[src/rtl/dram_lsu_ctrl_if.sv]
// Signal bundle between the core memory stage, dram_lsu_ctrl and the data RAM.
// The slave modport is the controller's view; master is the core/RAM environment.
interface dram_lsu_ctrl_if #(
  parameter int unsigned ADDR_WIDTH = 14
);
  logic                  req_valid;
  logic                  req_ready;
  logic                  req_we;
  logic [2:0]            req_funct3;
  logic [31:0]           req_addr;
  logic [31:0]           req_wdata;
  logic                  rsp_valid;
  logic                  rsp_ready;
  logic [31:0]           rsp_rdata;
  logic                  rsp_err;
  logic [ADDR_WIDTH-1:0] mem_addr;
  logic [31:0]           mem_wr_data;
  logic                  mem_wr_en;
  logic [3:0]            mem_wr_byte_en;
  logic [31:0]           mem_rd_data;

  modport slave (
    input  req_valid, req_we, req_funct3, req_addr, req_wdata, rsp_ready, mem_rd_data,
    output req_ready, rsp_valid, rsp_rdata, rsp_err,
    output mem_addr, mem_wr_data, mem_wr_en, mem_wr_byte_en
  );

  modport master (
    output req_valid, req_we, req_funct3, req_addr, req_wdata, rsp_ready, mem_rd_data,
    input  req_ready, rsp_valid, rsp_rdata, rsp_err,
    input  mem_addr, mem_wr_data, mem_wr_en, mem_wr_byte_en
  );
endinterface

[src/rtl/dram_lsu_ctrl.sv]
// Load/store controller in front of a byte-enabled single-port data RAM: checks range,
// alignment and funct3, drives the RAM and returns extended load data or a store ack.
module dram_lsu_ctrl #(
  parameter int unsigned ADDR_WIDTH = 14,
  parameter logic [31:0] BASE_ADDR  = 32'h1000_0000
) (
  input logic            clk,
  input logic            rst,
  dram_lsu_ctrl_if.slave lsu_io
);
  localparam int unsigned TagLsb = ADDR_WIDTH + 2;

  typedef enum logic [1:0] {StIdle, StRd, StRsp} state_e;

  state_e      state_q, state_d;
  logic [1:0]  off_q, off_d;
  logic [2:0]  f3_q, f3_d;
  logic [31:0] rdata_q, rdata_d;
  logic        err_q, err_d;

  logic        in_range, misaligned, illegal, req_err;
  logic        idle, accept, wr_en;
  logic [3:0]  be;
  logic [31:0] wr_data;
  logic [7:0]  ld_byte;
  logic [15:0] ld_half;
  logic [31:0] ld_data;

  // Request decode; funct3[1:0] encodes access size for both loads and stores.
  always_comb begin
    in_range = lsu_io.req_addr[31:TagLsb] == BASE_ADDR[31:TagLsb];
    case (lsu_io.req_funct3[1:0])
      2'b01:   misaligned = lsu_io.req_addr[0];
      2'b10:   misaligned = |lsu_io.req_addr[1:0];
      default: misaligned = 1'b0;
    endcase
    if (lsu_io.req_we) begin
      illegal = lsu_io.req_funct3[2] || (lsu_io.req_funct3[1:0] == 2'b11);
    end else begin
      illegal = (lsu_io.req_funct3[1:0] == 2'b11) || (lsu_io.req_funct3 == 3'b110);
    end
    req_err = !in_range || misaligned || illegal;
  end

  assign idle   = state_q == StIdle;
  assign accept = rst && idle && lsu_io.req_valid;
  assign wr_en  = accept && lsu_io.req_we && !req_err;

  always_comb begin
    case (lsu_io.req_funct3[1:0])
      2'b00: begin
        be      = 4'b0001 << lsu_io.req_addr[1:0];
        wr_data = {4{lsu_io.req_wdata[7:0]}};
      end
      2'b01: begin
        be      = lsu_io.req_addr[1] ? 4'b1100 : 4'b0011;
        wr_data = {2{lsu_io.req_wdata[15:0]}};
      end
      default: begin
        be      = 4'b1111;
        wr_data = lsu_io.req_wdata;
      end
    endcase
  end

  assign lsu_io.req_ready      = rst && idle;
  assign lsu_io.mem_addr       = lsu_io.req_addr[ADDR_WIDTH+1:2];
  assign lsu_io.mem_wr_data    = wr_data;
  assign lsu_io.mem_wr_en      = wr_en;
  assign lsu_io.mem_wr_byte_en = wr_en ? be : 4'b0000;

  // Lane select and extension of the RAM word for the latched load.
  always_comb begin
    ld_byte = lsu_io.mem_rd_data[{off_q, 3'b000} +: 8];
    ld_half = lsu_io.mem_rd_data[{off_q[1], 4'b0000} +: 16];
    case (f3_q)
      3'b000:  ld_data = {{24{ld_byte[7]}}, ld_byte};
      3'b001:  ld_data = {{16{ld_half[15]}}, ld_half};
      3'b100:  ld_data = {24'h0, ld_byte};
      3'b101:  ld_data = {16'h0, ld_half};
      default: ld_data = lsu_io.mem_rd_data;
    endcase
  end

  always_comb begin
    state_d = state_q;
    off_d   = off_q;
    f3_d    = f3_q;
    rdata_d = rdata_q;
    err_d   = err_q;
    unique case (state_q)
      StIdle: begin
        if (accept) begin
          if (req_err || lsu_io.req_we) begin
            state_d = StRsp;
            err_d   = req_err;
            rdata_d = 32'h0;
          end else begin
            state_d = StRd;
            off_d   = lsu_io.req_addr[1:0];
            f3_d    = lsu_io.req_funct3;
          end
        end
      end
      StRd: begin
        state_d = StRsp;
        err_d   = 1'b0;
        rdata_d = ld_data;
      end
      StRsp: begin
        if (lsu_io.rsp_ready) begin
          state_d = StIdle;
        end
      end
      default: state_d = StIdle;
    endcase
  end

  always_ff @(posedge clk) begin
    if (!rst) begin
      state_q <= StIdle;
      off_q   <= 2'b00;
      f3_q    <= 3'b000;
      rdata_q <= 32'h0;
      err_q   <= 1'b0;
    end else begin
      state_q <= state_d;
      off_q   <= off_d;
      f3_q    <= f3_d;
      rdata_q <= rdata_d;
      err_q   <= err_d;
    end
  end

  assign lsu_io.rsp_valid = state_q == StRsp;
  assign lsu_io.rsp_err   = err_q;
  assign lsu_io.rsp_rdata = rdata_q;
endmodule

[src/flat_wrapper.sv]
// flat-port wrapper written by rule: the top's interface ports become plain ports
module dram_lsu_ctrl_flat 
#(
  parameter int unsigned ADDR_WIDTH = 14,
  parameter logic [31:0] BASE_ADDR  = 32'h1000_0000
)
  (clk, rst, lsu_io_req_valid, lsu_io_req_we, lsu_io_req_funct3, lsu_io_req_addr, lsu_io_req_wdata, lsu_io_rsp_ready, lsu_io_mem_rd_data, lsu_io_req_ready, lsu_io_rsp_valid, lsu_io_rsp_rdata, lsu_io_rsp_err, lsu_io_mem_addr, lsu_io_mem_wr_data, lsu_io_mem_wr_en, lsu_io_mem_wr_byte_en);
  dram_lsu_ctrl_if #(.ADDR_WIDTH(ADDR_WIDTH)) lsu_io_i ();
  input logic clk;
  input logic rst;
  input wire logic [$bits(lsu_io_i.req_valid)-1:0] lsu_io_req_valid;
  input wire logic [$bits(lsu_io_i.req_we)-1:0] lsu_io_req_we;
  input wire logic [$bits(lsu_io_i.req_funct3)-1:0] lsu_io_req_funct3;
  input wire logic [$bits(lsu_io_i.req_addr)-1:0] lsu_io_req_addr;
  input wire logic [$bits(lsu_io_i.req_wdata)-1:0] lsu_io_req_wdata;
  input wire logic [$bits(lsu_io_i.rsp_ready)-1:0] lsu_io_rsp_ready;
  input wire logic [$bits(lsu_io_i.mem_rd_data)-1:0] lsu_io_mem_rd_data;
  output wire logic [$bits(lsu_io_i.req_ready)-1:0] lsu_io_req_ready;
  output wire logic [$bits(lsu_io_i.rsp_valid)-1:0] lsu_io_rsp_valid;
  output wire logic [$bits(lsu_io_i.rsp_rdata)-1:0] lsu_io_rsp_rdata;
  output wire logic [$bits(lsu_io_i.rsp_err)-1:0] lsu_io_rsp_err;
  output wire logic [$bits(lsu_io_i.mem_addr)-1:0] lsu_io_mem_addr;
  output wire logic [$bits(lsu_io_i.mem_wr_data)-1:0] lsu_io_mem_wr_data;
  output wire logic [$bits(lsu_io_i.mem_wr_en)-1:0] lsu_io_mem_wr_en;
  output wire logic [$bits(lsu_io_i.mem_wr_byte_en)-1:0] lsu_io_mem_wr_byte_en;
  assign lsu_io_i.req_valid = lsu_io_req_valid;
  assign lsu_io_i.req_we = lsu_io_req_we;
  assign lsu_io_i.req_funct3 = lsu_io_req_funct3;
  assign lsu_io_i.req_addr = lsu_io_req_addr;
  assign lsu_io_i.req_wdata = lsu_io_req_wdata;
  assign lsu_io_i.rsp_ready = lsu_io_rsp_ready;
  assign lsu_io_i.mem_rd_data = lsu_io_mem_rd_data;
  assign lsu_io_req_ready = lsu_io_i.req_ready;
  assign lsu_io_rsp_valid = lsu_io_i.rsp_valid;
  assign lsu_io_rsp_rdata = lsu_io_i.rsp_rdata;
  assign lsu_io_rsp_err = lsu_io_i.rsp_err;
  assign lsu_io_mem_addr = lsu_io_i.mem_addr;
  assign lsu_io_mem_wr_data = lsu_io_i.mem_wr_data;
  assign lsu_io_mem_wr_en = lsu_io_i.mem_wr_en;
  assign lsu_io_mem_wr_byte_en = lsu_io_i.mem_wr_byte_en;
  dram_lsu_ctrl #(.ADDR_WIDTH(ADDR_WIDTH), .BASE_ADDR(BASE_ADDR)) u_core (.clk(clk), .rst(rst), .lsu_io(lsu_io_i));
endmodule
[config.mk]
export PLATFORM = sky130hd
export DESIGN_NAME = dram_lsu_ctrl_flat
export DESIGN_NICKNAME = d
export VERILOG_FILES = /design/src/rtl/dram_lsu_ctrl_if.sv /design/src/rtl/dram_lsu_ctrl.sv /design/src/flat_wrapper.sv
export SDC_FILE = /design/constraint.sdc
export NUM_CORES = 1
export LEC_CHECK = 0
export ABC_AREA = 1
export BUFFER_PORTS_ARGS = -buffer_cell sky130_fd_sc_hd__buf_2
export CAP_MARGIN = 20
export CORE_UTILIZATION = 47
export CTS_CLUSTER_SIZE = 28
export DETAILED_ROUTE_END_ITERATION = 8
export GPL_TIMING_DRIVEN = 0
export PLACE_DENSITY_LB_ADDON = 0.25
export SKIP_CTS_REPAIR_TIMING = 1
export SLEW_MARGIN = 5
export SYNTH_ARGS = -nofsm -noshare
export SYNTH_HDL_FRONTEND = slang
export SYNTH_SLANG_ARGS = --single-unit
[constraint.sdc]
create_clock -name clk -period 3.3 [get_ports clk]
set_input_delay 0.66 -clock clk [delete_from_list [all_inputs] [get_ports clk]]
set_output_delay 0.66 -clock clk [all_outputs]
set_load 0.01 [all_outputs]
==> results of run 1 <==
[cell usage after synthesis]
cell,count,area (sq um)
sky130_fd_sc_hd__nand2_2,12,75.1
sky130_fd_sc_hd__dfxtp_1,40,801
sky130_fd_sc_hd__buf_2,7,35.0
sky130_fd_sc_hd__buf_8,1,15.0
sky130_fd_sc_hd__inv_1,70,263
sky130_fd_sc_hd__nand4_1,6,37.5
sky130_fd_sc_hd__o211ai_1,5,37.5
sky130_fd_sc_hd__nand3_4,1,17.5
sky130_fd_sc_hd__o22ai_1,8,50.1
sky130_fd_sc_hd__a21oi_2,10,87.6
sky130_fd_sc_hd__buf_4,25,188
sky130_fd_sc_hd__clkbuf_1,10,37.5
sky130_fd_sc_hd__and2_1,1,6.26
sky130_fd_sc_hd__nor2_1,79,297
sky130_fd_sc_hd__o21ai_0,28,140
sky130_fd_sc_hd__inv_2,3,11.3
sky130_fd_sc_hd__nor3_2,1,10.0
sky130_fd_sc_hd__nand2_1,124,465
sky130_fd_sc_hd__o2111ai_1,1,8.76
sky130_fd_sc_hd__o211ai_4,1,21.3
sky130_fd_sc_hd__nand3_1,25,125
sky130_fd_sc_hd__clkinv_1,1,3.75
sky130_fd_sc_hd__nor3_1,3,15.0
sky130_fd_sc_hd__ha_1,4,50.1
sky130_fd_sc_hd__a21oi_1,42,210
[critical path: stages]
cell and delay [ps]:
sky130_fd_sc_hd__buf_2 100, sky130_fd_sc_hd__inv_1 80, sky130_fd_sc_hd__ha_1 190, sky130_fd_sc_hd__clkbuf_1 230, sky130_fd_sc_hd__nor2_2 350, sky130_fd_sc_hd__clkbuf_1 350
sky130_fd_sc_hd__nand2_1 110, sky130_fd_sc_hd__o21ai_0 100, sky130_fd_sc_hd__buf_2 160
[registers in the layout (all words and copies together) (netlist names)]
signal,count
u_core.lsu_io.rsp_rdata,32
u_core.state_q,2
u_core.f3_q,3
u_core.lsu_io.rsp_err,1
u_core.off_q,2
[final cells by class]
class,count,area (sq um),area share [%]
Multi-Input combinational cell,351,1660,40.5
Timing Repair Buffer,175,876,21.4
Sequential cell,40,801,19.6
Inverter,74,278,6.80
Buffer,43,275,6.73
Tap cell,75,93.8,2.30
Clock buffer,6,72.6,1.78
Clock inverter,2,35.0,0.857
[worst paths after layout]
kind                                            start                                       end  slack, ps
min reg2reg  u_core.lsu_io.rsp_rdata[12]$_SDFFE_PN0P_  u_core.lsu_io.rsp_rdata[12]$_SDFFE_PN0P_        460
max                              lsu_io_req_funct3[0]                    lsu_io_mem_wr_data[23]        310
min          u_core.lsu_io.rsp_rdata[12]$_SDFFE_PN0P_  u_core.lsu_io.rsp_rdata[12]$_SDFFE_PN0P_        460
max reg2reg               u_core.f3_q[0]$_SDFFE_PN0P_   u_core.lsu_io.rsp_rdata[6]$_SDFFE_PN0P_       1580
[metrics by stage]
step | hold slack, ps | setup slack (ps) | cell area, sq um | total power, W
after floorplan | 483 | 755 | 3010 | 0.000647
after global placement | 445 | 129 | 3980 | 0.000771
after detailed placement | 448 | 156 | 3980 | 0.000774
after CTS | 460 | 149 | 4090 | 0.00116
after global routing | 483 | 68.5 | 4090 | 0.00121
final | 459 | 310 | 4090 | 0.00116
[power groups by stage]
stage | Sequential, W | Combinational, W | Clock (W)
6_report | 0.000486 | 0.000279 | 0.000396
2_1_floorplan | 0.000498 | 0.000150 | 0
5_1_grt | 0.000486 | 0.000309 | 0.000417
3_3_place_gp | 0.000497 | 0.000274 | 0
3_5_place_dp | 0.000497 | 0.000277 | 0
4_1_cts | 0.000485 | 0.000278 | 0.000401
[cell families (layout without fill, tap and decap cells)]
logic type / Yosys count / in the layout / synth area share, %
and+or+nand+nor: 252 / 252 / 34.9
AOI/OAI and AO/OA: 95 / 95 / 18.5
buffers and inverters: 117 / 300 / 18.4
DFF: 40 / 40 / 26.6
adders and majority gates: 4 / 4 / 1.66
[routing by layer]
layer / vias up / global-route usage (%)
met5: - / 0
met3: 16 / 3.89
met1: 1689 / 36.5
li1: 1934 / -
met4: 0 / 7.37
met2: 172 / 47.1
==> results list, run 1 <==
* Data required time of the worst path: 2640 ps
- Number of nets in the layout: between 700 and 800
- After floorplanning, the core was sized to cover between 6000 and 7000 sq um.
* Sw power: between 0.0003 and 0.0004 W
- Buffers inserted during clock tree synthesis total 5.
* Critical path capture point type: primary output
- Unrepaired setup endpoints after global routing: no
* Combinational fraction of design power: a little under a quarter
- The clock network accounts for around a third of the total power.
- In the routed design, unresolved DRC markers number 0.
- Net switching is 28.2% of the power.
- Hold path depth: 2
- H-tree level count: 2
* Post-synthesis net count: 616
* Sequential share of the synthesized area: a little over a quarter
* Via-per-instance ratio: 4.98
- Number of distinct library cells after synthesis: 25
* Routed wire length per instance: between 10 and 15 microns
- Achievable frequency: 334 MHz
- Registers are responsible for approximately two fifths of the overall power.
- Data arrives at the worst endpoint at between 2000 and 2500 ps.
* Routability-driven placement congestion ratio: about 0.9
* Clock tree from TritonCTS: built
- The area growth from synthesis to layout is 35.9%.
- The detailed router placed ~3800 vias in this run.
- Total gr overflow: 0
- Routed signal wires occupy layers up through met4.
- The synthesized design contains 40 register bits.
- Type of the most critical hold path: flip-flop to flip-flop
- Critical path peak fanout: 10
* Max-Cap Viols: 0
- For the final routed database, the setup TNS stands at 0 ps.
- Syn. warnings: 0
- Slew at the pin closest to its max-slew limit: approximately 660 ps
- Final Routed Wirelength: ~9.5 mm
* Port bufs: 175
- Utilization after layout: 67.4%
* Pin count of the biggest net entering global routing: 13
- In this run the core area contains 28 standard-cell rows.
- Leakage power total: roughly 2.3 nW
- In the layout the commonest cells are 182 x sky130_fd_sc_hd__buf_2, 124 x sky130_fd_sc_hd__nand2_1, 78 x sky130_fd_sc_hd__nor2_1, 70 x sky130_fd_sc_hd__inv_1, 42 x sky130_fd_sc_hd__a21oi_1.
* Number of sinks on the clock net: 40
* Latest clock arrival within the worst-skew pair: just under 300 ps
- Top-level I/O count: 190
- Initial Utilization: around 50%
- Each instance of the synthesized netlist takes up on average approximately 6 sq um.
- Dividing total power by cell area gives a power density of roughly 280 nW/um^2.
* Root buf cell: sky130_fd_sc_hd__clkbuf_8
- Max Clock Skew: 5.19 ps
- Detailed routing placed a total of 4.60 mm of wire on met2.
* Height of the die: slightly above 80 microns
- Relative slew margins: a little under three fifths
- Final critical delay including setup and external delays: ~3000 ps
- Maximum buffer depth of the clock tree: 2
- Setup violations remaining at the end of the flow were counted as 0.
- Run status: finished clean
* Most common library cell in the layout ignoring fill and taps: sky130_fd_sc_hd__buf_2
* CP Class: primary input to primary output
- Horizontal extent of the die: 82 microns
* Layout cell share with drive strength beyond 1: 35.3%
- FF-to-FF path depth: 8
* Routed wire length on met3: 622 microns
* Max-slew violation total from the final report: 0
- Final hold violation count: 0
* N_diodes: 0
- Across the VDD grid, the largest voltage drop is approximately 0.00024 V.
* Clock input transition at the sequential cells of the worst setup and hold paths: 80 ps
- The final critical path takes up between 90% and 100% of the cycle.
* Full die area: 6720 sq um
- Leaving out filler cells and counting taps, the final layout contains 766.
- The first TritonRoute pass finished after 5 iterations.
* Startpoint types: primary input
* Routed met1 length: between 4 and 5 mm
* Antenna violation net count after detailed routing: 0
* Initial DRC count: 368
* Post-synthesis cell count: 508
- The number of global-route vias before repair was 3156.
- The wire-length estimate of the detail-placed layout is 7.65 mm.
- Internal power comes to between 0.0008 and 0.0009 W.
* Syn Std Cell Area: 3010 sq um
- After detailed placement, the design holds a cell count of ~760.
* Wire length of the first global-routing pass: about 14 mm
- Global router's overall resource usage: 27.8%
* Final-layout fill cell count: ~570
- Initial antenna violation count: 0
Note: power is estimated with default switching activity, not from simulation.
==> inputs of run 2 (changes only) <==
--- a/config.mk
+++ b/config.mk
@@ -6,9 +6,10 @@
 export NUM_CORES = 1
 export LEC_CHECK = 0
 export ABC_AREA = 1
-export BUFFER_PORTS_ARGS = -buffer_cell sky130_fd_sc_hd__buf_2
+export BUFFER_PORTS_ARGS = -buffer_cell sky130_fd_sc_hd__clkbuf_2
 export CAP_MARGIN = 20
-export CORE_UTILIZATION = 47
+export CORE_UTILIZATION = 48
+export CTS_BUF_LIST = sky130_fd_sc_hd__clkbuf_4
 export CTS_CLUSTER_SIZE = 28
 export DETAILED_ROUTE_END_ITERATION = 8
 export GPL_TIMING_DRIVEN = 0
==> results list, run 2 (synthesis gave the netlist of run 1 again) <==
- The total count of max-transition violations in the final report came to 0.
- Once placement completed, the tool counted placed cells totaling about 760.
* Slowest Stage Delay on Critical Path: around 400 ps
- Buffers inserted during clock tree synthesis total 5.
- Measured along the x axis, the die boundary spans approximately 81 microns.
* Initial DRC count: 367
* Height of the die: roughly 81 microns
* Run status: finished clean
- In the routed design, unresolved DRC markers number 0.
- Setup slack on the critical path of the routed design comes to 330 ps.
- Final hold violation count: 0
- Layout Area Growth over Synthesis: 35.2%
* CP Class: primary input to primary output
- Master of the slowest instance on the critical path: sky130_fd_sc_hd__nor2_2
- Max Clock Skew: approximately 9.1 ps
* Via count of the first global-routing pass: 3267
- Dividing the detail-routed wire length by the instance count gives ~13 microns.
- Final Routed Wirelength: a little under 10 mm
- Wire length of the first global-routing pass: between 10 and 15 mm
* Total gr overflow: 0
* Top-level I/O count: 190
* Startpoint types: primary input
- The number of antenna violations at the first check in global routing was 0.
- The worst path uses 90.0% of the clock period.
* Antenna violation net count after detailed routing: 0
- Routability-driven placement congestion ratio: a little over 0.9
- Data required time of the worst path: approximately 2600 ps
- The cell sitting at the root of the clock tree is a sky130_fd_sc_hd__clkbuf_4.
- Setup violations remaining at the end of the flow were counted as 0.
- Latest clock arrival within the worst-skew pair: between 300 and 400 ps
- Among the stages of the critical path, the cell type that occurs most often is sky130_fd_sc_hd__clkbuf_2.
- The H-tree was split into 2 levels.
* Total power: ~0.0011 W
* Cell family with the largest share of critical-path delay: buffers and inverters
- The routed layout has roughly 3900 vias.
* Pin count of the biggest net entering global routing: 15
* Clock tree from TritonCTS: built
- Setup repair after global routing left no endpoint under its margin.
* Number of sinks on the clock net: 40
* Final std cells w/o fill: 766
- For this configuration, the core starts out at a cell density of between 50% and 60%.
- Cell Rows: 28
- Final critical delay including setup and external delays: a little under 3000 ps
- N_diodes: 0
- Across the run, the number of max-cap violations was 0.
* Core ar.: 5990 sq um
- Post-Route Setup TNS: 0 ps
- Measured against its own limit, the worst slew margin works out to 56.1%.
- Number of nets in the layout: ~800
- In this run the power density over the cells is around 270 nW/um^2.
- STA classifies the critical path endpoint as a primary output.
- The wire-length estimate of the detail-placed layout is just under 8 mm.
* Slew at the pin closest to its max-slew limit: 659 ps
* Global router's overall resource usage: between 20% and 30%
- Data on the critical path arrives at its endpoint at roughly 2300 ps.
- VDD IR-drop max: ~0.00017 V
* Via-per-instance ratio: between 5 and 6
* Buf+Inv Stages, Crit Path: 5
- Achievable frequency: 337 MHz
* Number of detailed-route iterations in the first pass: 5
- Number of flip-flops under the largest register name: 32
- The longest clock path from root to sink contains 2 buffers.
- Layout cell share with drive strength beyond 1: a little over a third
- The top cell types in the final layout, fill and taps aside, are 176 x sky130_fd_sc_hd__clkbuf_2, 124 x sky130_fd_sc_hd__nand2_1, 78 x sky130_fd_sc_hd__nor2_1, 70 x sky130_fd_sc_hd__inv_1, 42 x sky130_fd_sc_hd__a21oi_1.
- Leakage power total: between 2 and 2.5 nW
- Along the worst path, the maximum fanout reaches 10.
* CP Cell Sequence: clkbuf_2 > inv_1 > ha_1 > clkbuf_1 > nor2_2 > clkbuf_2 > nand2_1 > o21ai_0 > clkbuf_2
- Port bufs: approximately 180
- Prior to clock tree synthesis, the placed netlist has a worst setup slack of 42.8 ps.
- Type of the most critical hold path: flip-flop to flip-flop
* Clock input transition at the sequential cells of the worst setup and hold paths: ~130 ps
* Full die area: between 6000 and 7000 sq um
- Most common library cell in the layout ignoring fill and taps: sky130_fd_sc_hd__clkbuf_2
-- run 2: changes by cell type in the layout (fill, tap and decap cells not counted), sizes merged --
cell	before	now
clkinv	2	3
buf	208	33
clkbuf	16	190
-- run 2: path summary, 6_finish.rpt --
path / slack, ps / endpoint / startpoint / cells after the start
hold / removal: 470 / u_core.lsu_io.rsp_rdata[12]$_SDFFE_PN0P_ / u_core.lsu_io.rsp_rdata[12]$_SDFFE_PN0P_ / 2
setup reg to reg: 1500 / u_core.lsu_io.rsp_rdata[14]$_SDFFE_PN0P_ / u_core.f3_q[1]$_SDFFE_PN0P_ / 6
hold reg to reg: 470 / u_core.lsu_io.rsp_rdata[12]$_SDFFE_PN0P_ / u_core.lsu_io.rsp_rdata[12]$_SDFFE_PN0P_ / 2
setup / recovery: 330 / lsu_io_mem_wr_data[21] / lsu_io_req_funct3[0] / 9
-- run 2: worst min-delay path: stages (launching register included) --
cell,delay [ps]
sky130_fd_sc_hd__dfxtp_1,330
sky130_fd_sc_hd__nand2_1,60
sky130_fd_sc_hd__a21oi_1,50
-- run 2: cell type report --
cell class,instances,area (sq um)
tap,75,93.8
timing repair buffer,175,876
clock buffer,5,37.5
buffer,43,277
sequential,40,801
fill,574,1920
multi-input combinational,351,1660
clock inverter,3,47.5
inverter,74,278
-- run 2: through the flow --
| stage | instance area (sq um) | hold slack [ps] | util (%) |
|---|---|---|---|
| global placement | 3980 | 447 | 66.4 |
| floorplan | 3010 | 483 | - |
| detailed placement | 3980 | 454 | 66.4 |
| global route | 4070 | 480 | 67.9 |
| CTS | 4060 | 471 | 67.8 |
| finish | 4070 | 470 | 67.9 |
-- run 2: power breakdown --
group          total [W]  internal [W]  switching (W)
Sequential      0.000486      0.000485     0.00000134
Combinational   0.000284      0.000123       0.000160
Clock           0.000343      0.000162       0.000181
-- run 2: metal layers --
metal	global-route usage (%)	wire (microns)
met2	47.3	4580
met3	5.06	792
met4	12.3	272
met5	0	0
met1	36.5	4050
